--- src/rtl/mem_arbiter.sv ---
// mem_arbiter: two-port round-robin arbiter sharing one 64K byte memory
// between instruction fetch (port 0) and load/store (port 1).
//
// Ports:
//   i_clk, i_rst_n          clock, asynchronous active-low reset
//   i_reqN                  level request from port N, held until ack
//   i_addrN/i_wdataN        byte address / write data of port N
//   i_sizeN                 00 byte, 01/10 halfword, 11 word
//   i_wrN                   1 = write, 0 = read
//   o_ackN                  one-cycle completion pulse for port N
//   o_rdataN                read data for port N, held until its next read
//   o_mem_addr/data/size    latched request driven to the memory
//   o_mem_we                memory write enable, active low
//   i_mem_data              combinational memory read data
//   o_busy                  high whenever the FSM is not idle
module mem_arbiter (
  input  logic        i_clk,
  input  logic        i_rst_n,
  input  logic        i_req0,
  input  logic        i_req1,
  input  logic [31:0] i_addr0,
  input  logic [31:0] i_addr1,
  input  logic [31:0] i_wdata0,
  input  logic [31:0] i_wdata1,
  input  logic [1:0]  i_size0,
  input  logic [1:0]  i_size1,
  input  logic        i_wr0,
  input  logic        i_wr1,
  output logic        o_ack0,
  output logic        o_ack1,
  output logic [31:0] o_rdata0,
  output logic [31:0] o_rdata1,
  output logic [31:0] o_mem_addr,
  output logic [31:0] o_mem_data,
  output logic [1:0]  o_mem_size,
  output logic        o_mem_we,
  input  logic [31:0] i_mem_data,
  output logic        o_busy
);

  typedef enum logic [1:0] {IDLE, ACCESS, DONE} state_t;

  state_t      state_q, state_d;
  logic        last_q, last_d;
  logic        gnt_q, gnt_d;
  logic [31:0] addr_q, addr_d;
  logic [31:0] wdata_q, wdata_d;
  logic [1:0]  size_q, size_d;
  logic        wr_q, wr_d;
  logic [31:0] rdata0_q, rdata0_d;
  logic [31:0] rdata1_q, rdata1_d;
  logic        win;

  // On a tie the port that did not win last time is chosen; a lone
  // request wins outright.
  always_comb begin
    if (i_req0 && i_req1) begin
      win = ~last_q;
    end else begin
      win = i_req1;
    end
  end

  always_comb begin
    state_d  = state_q;
    last_d   = last_q;
    gnt_d    = gnt_q;
    addr_d   = addr_q;
    wdata_d  = wdata_q;
    size_d   = size_q;
    wr_d     = wr_q;
    rdata0_d = rdata0_q;
    rdata1_d = rdata1_q;
    unique case (state_q)
      IDLE: begin
        if (i_req0 || i_req1) begin
          state_d = ACCESS;
          gnt_d   = win;
          last_d  = win;
          addr_d  = win ? i_addr1  : i_addr0;
          wdata_d = win ? i_wdata1 : i_wdata0;
          size_d  = win ? i_size1  : i_size0;
          wr_d    = win ? i_wr1    : i_wr0;
        end
      end
      ACCESS: begin
        state_d = DONE;
        if (!wr_q) begin
          if (gnt_q) begin
            rdata1_d = i_mem_data;
          end else begin
            rdata0_d = i_mem_data;
          end
        end
      end
      DONE: begin
        state_d = IDLE;
      end
      default: begin
        state_d = IDLE;
      end
    endcase
  end

  always_ff @(posedge i_clk or negedge i_rst_n) begin
    if (!i_rst_n) begin
      state_q  <= IDLE;
      last_q   <= 1'b1;
      gnt_q    <= 1'b0;
      addr_q   <= '0;
      wdata_q  <= '0;
      size_q   <= '0;
      wr_q     <= 1'b0;
      rdata0_q <= '0;
      rdata1_q <= '0;
    end else begin
      state_q  <= state_d;
      last_q   <= last_d;
      gnt_q    <= gnt_d;
      addr_q   <= addr_d;
      wdata_q  <= wdata_d;
      size_q   <= size_d;
      wr_q     <= wr_d;
      rdata0_q <= rdata0_d;
      rdata1_q <= rdata1_d;
    end
  end

  // Write enable is decoded from state so reset deasserts it immediately.
  assign o_mem_we   = ~((state_q == ACCESS) && wr_q);
  assign o_mem_addr = addr_q;
  assign o_mem_data = wdata_q;
  assign o_mem_size = size_q;
  assign o_ack0     = (state_q == DONE) && !gnt_q;
  assign o_ack1     = (state_q == DONE) &&  gnt_q;
  assign o_rdata0   = rdata0_q;
  assign o_rdata1   = rdata1_q;
  assign o_busy     = (state_q != IDLE);

endmodule

--- config.mk ---
export PLATFORM = sky130hd
export DESIGN_NAME = mem_arbiter
export DESIGN_NICKNAME = d
export VERILOG_FILES = /design/src/rtl/mem_arbiter.sv
export SDC_FILE = /design/constraint.sdc
export NUM_CORES = 1
export LEC_CHECK = 0
export BUFFER_PORTS_ARGS = -buffer_cell sky130_fd_sc_hd__buf_2
export CAP_MARGIN = 10
export CORE_MARGIN = 10
export CORE_UTILIZATION = 45
export CTS_CLUSTER_SIZE = 14
export DETAILED_ROUTE_END_ITERATION = 16
export PLACE_DENSITY_LB_ADDON = 0.3
export REMOVE_ABC_BUFFERS = 1
export SLEW_MARGIN = 10
export SYNTH_ARGS = -nofsm -noshare
export SYNTH_HDL_FRONTEND = slang
export SYNTH_SLANG_ARGS = --single-unit
--- constraint.sdc ---
create_clock -name i_clk -period 2.8 [get_ports i_clk]
set_input_delay 0.56 -clock i_clk [delete_from_list [all_inputs] [get_ports i_clk]]
set_output_delay 0.56 -clock i_clk [all_outputs]
set_load 0.005 [all_outputs]
Yosys cells after proc, flatten, opt, wreduce, memory -nomap -nowiden
Index checks and enable logic that the tools add are counted.
- reduce and logical (&&, ||, !) cells: 11
- bitwise operators: 4
- div/mod/pow operators: 0
- muxes and demuxes: 7
- $lt $le $gt $ge: 0
- $mul: 0
- equal/unequal tests: 3
- shifts and indexed selects: 0
- add/sub/neg operators: 0
- operators by type and width (operator ; count):
    $mux W32 ; 2
    $reduce_and A3 Y1 ; 2
    $logic_and A1 B1 Y1 ; 4
    $mux W2 ; 2
    $not A1 Y1 ; 4
    $pmux W2 S2 ; 1
    $eq A2 B1 Y1 const B ; 1
    $eq A2 B2 Y1 const B ; 1
    $logic_not A2 Y1 ; 1
    $mux W1 ; 2
    $ne A2 B2 Y1 const B ; 1
    $reduce_and A2 Y1 ; 1
    $reduce_bool A2 Y1 ; 1
    $logic_not A1 Y1 ; 1
    $logic_or A1 B1 Y1 ; 1
- flip-flop bits (word level): 135
- input port bits: 170
- memory bits (read-only): 0
- memories: 0
- output and inout bits: 134
- word-level logic and storage cells: 34
- bits in latches: 0
- memory bits (writable): 0

Longest topological paths before layout
- depth in word-level cells: 3
- mapped depth: 6
- depth with buffers taken out: 3

Worst setup path after synthesis
No wires, ideal clock.
- path type: flip-flop to flip-flop
- start: register state_q[1]
- end: register gnt_q
- period minus slack after synthesis: 1.507 ns
- required time: 2.675 ns
- setup slack: 1.293 ns
- arrival time: 1.382 ns
- path buffers: 2
- stages on the path, launching flop included: 6
- library setup time: 0.125 ns
- cell sequence: dfrtp_1 -> or2_1 -> buf_2 -> nor2_4 -> buf_6 -> mux2_2
- longest elaborated chain between the ends: 2
- RTL lines (item ; line ; source):
    from (decl) ; 43 ; state_t state_q, state_d;
    from (signal assigned) ; 117 ; state_q <= state_d;
    $logic_not A2 Y1 ; 74 ; unique case (state_q)
    $reduce_and A2 Y1 (no line) ; -- ;
    to (signal assigned) ; 119 ; gnt_q <= gnt_d;
    to (decl) ; 45 ; logic gnt_q, gnt_d;
Every way passes these cells.
A chain may end at the register's enable or synchronous reset.

Worst setup path after layout
- start: register state_q[0]
- end: output o_busy
- longest elaborated chain between the ends: 1
- RTL lines (item ; line ; source):
    $reduce_bool A2 Y1 ; 138 ; assign o_busy = (state_q != IDLE);
    to (decl) ; 38 ; output logic o_busy
Every way passes these cells.

==> results.toml <==
[outcome]
status = "finished clean"

[sta]
timing.final.crit_share_pct = 76.3
finalCriticalPeriod_ns = 2.14
setup_violations = 0
tns_ns = 0
fmax_mhz = 468
hold_violations = 0
rsz0062_at_grt = "false"
slew_violations = 0
relSlewSlack_pct = 51.0
skew_ns = 0.00444
tightest_slew_ns = 0.735

[synthesis]
synth_common_cells = "134 x dfrtp_1, 68 x nand2_1, 67 x a211oi_1, 67 x a2bb2oi_1, 60 x mux2_2"
ys_seq_elements = 135
yosysTopAreaCell = "dfrtp_1"
yosysUniqueCellTypes = 21
synth_area_sq_um = 5830
syn_inst = 456
ys.flop_type = "dfrtp_1"
yosysSeqAreaShare_pct = 57.9
synth_top_area_share_pct = 57.5
synth_warnings = 0
syn_avg_cell_area_sq_um = 12.8
async_flop_share_pct = 100
yosysMostFrequentCell = "dfrtp_1"
synth_edf_count = 0
synth_area_leaders = "dfrtp_1 57%, mux2_2 12%, a2bb2oi_1 10%"

[die]
num_rows = 41
start_util_pct = 46.0
die_h_microns = 134
core_area_sq_um = 12700
die_w_microns = 134
ios = 304
die_area_sq_um = 17900

[hold_path]
holdCritPathClass = "in2async"

[place]
gp_congestion = 0.851
portBuffers = 303
post-dp-hpwl_microns = 15000

[final_layout]
drive_above_1_share_pct = 54.2
nets = 916
regArea_sq_um = 3380
multi_input_area_sq_um = 2200
fill_cells = 1021
area.growth.synth_to_final_pct = 38.3

[worst_setup_path]
path_class = "reg2out"
startpoint_type = "flip-flop"
endpoint = "o_busy"
ff2ff_setup_slack_ns = 0.83
worstSetupEndpointType = "primary output"
crit_required_ns = 2.24
startpoint = "state_q[0]"
r2r_cells = 4
reg2reg_from = "state_q[0]"
crit_fanout = 23
worstPathArrival_ns = 1.58
r2r-end = "o_mem_addr[11]"

[global_route]
antenna_found_initial = 1
grt_pass1_vias = 5410
grt.overflow.total = 0
grt_pass1_wl_microns = 30900
grtUsageTotal_pct = 21.8
grt_start_max_net_pins = 136

[pwr]
p_per_area_nw_per_um2 = 1190
total_power_mw = 9.63
ir_drop_v = 0.000728
p_leak_nw = 3.91

[cts]
cts_hold_buf = 0
tritoncts = "built"
path_clk_slew_ns = 0.06
clk_latency_ns = 0.41
cts_sinks = 135
postCtsSetupRepairBufs = 0
cts_htree_levels = 4
root_buffer = "clkbuf_16"
cts-resized-gates = 0
clockBufferDepth = 2
cts_buffers = 17

[routing]
route.vias.total = 5086
drtIter0Drc = 329
drc_errors = 0
avgRoutedWirePerCell_microns = 21.7
final_antenna_net_count = 0
wirelength_microns = 20200
viasPerCell = 5.46
first_pass_iters = 5

[job]
cap_viol_max_count = 0
## sequential cells by signal, summed over array words and instances (netlist names)
register and flops:
gnt_q 1, last_q 1, o_mem_addr 32, o_mem_data 32, o_mem_size 2, o_rdata0 32, o_rdata1 32, state_q 2
wr_q 1
## stage by stage
step | instance area, sq um | std cells | hold WS, ns | setup WS, ns | utilization (%)
floorplan | 5570 | 413 | 0.264 | -0.240 | -
global placement | 7440 | 899 | 0.463 | 0.892 | 58.7
detailed placement | 7440 | 899 | 0.474 | 0.808 | 58.7
CTS | 8060 | 931 | 0.305 | 0.643 | 63.6
global route | 8060 | 931 | 0.304 | 0.604 | 63.6
finish | 8060 | 932 | 0.257 | 0.663 | 63.6
## logic make-up after synthesis
family	share of synthesized area [%]
AO/OA/AOI/OAI	19.1
flip-flops	57.9
AND/OR/NAND/NOR	5.77
multiplexers	12.7
buffers and inverters	4.48
## cell usage in the layout, fill, tap and decap left out
master	count
dfstp_2	1
clkinvlp_4	4
buf_4	9
buf_2	302
bufinv_16	4
nor3b_1	1
nor3b_4	1
mux2_1	6
buf_12	3
a21bo_2	1
diode_2	1
clkinv_2	1
nor2_4	2
a211oi_1	67
clkinv_4	1
inv_6	1
nor2b_4	1
a2bb2oi_1	67
clkbuf_16	17
nand2_1	68
or2_2	1
and3b_1	2
clkbuf_8	1
dfrtp_1	134
clkbuf_1	3
a21boi_4	1
mux2_2	60
## report_power, final
part | total [mW] | internal, mW | switching, mW
logic | 3.76 | 1.99 | 1.77
registers | 3.51 | 2.95 | 0.557
clock network | 2.36 | 1.52 | 0.842
total | 9.63 | 6.46 | 3.17
## worst min path at each step
stage / slack (ns) / to / from
floorplan: 0.26 / gnt_q / i_rst_n
global placement: 0.46 / o_rdata0[12] / o_rdata0[12]
detailed placement: 0.47 / o_rdata0[13] / o_rdata0[13]
CTS: 0.31 / o_mem_addr[17] / i_rst_n
global route: 0.30 / o_mem_addr[13] / i_rst_n
finish: 0.26 / o_mem_addr[17] / i_rst_n
## per-layer routing
metal	track usage (%)	vias to the layer above	share of wire [%]
met1	24.9	2486	38
met2	36.2	280	49
met4	7.19	0	1.9
li1	-	2290	-
met5	0	-	0
met3	8.92	30	11
## layout make-up
type,instances,area share [%]
flip-flops and latches,135,41.9
multi-input cells,278,27.3
repair buffers,314,20.3
clock buffers,21,5.59
well taps,172,2.67
clock inverters,11,2.14
diodes,1,0.0310
## critical path, cell delays in order, from the launching register on
cell,delay (ns)
dfrtp_1,0.40
or2_2,0.37
buf_4,0.24
buf_2,0.16
(Power assumes the default switching activity.)
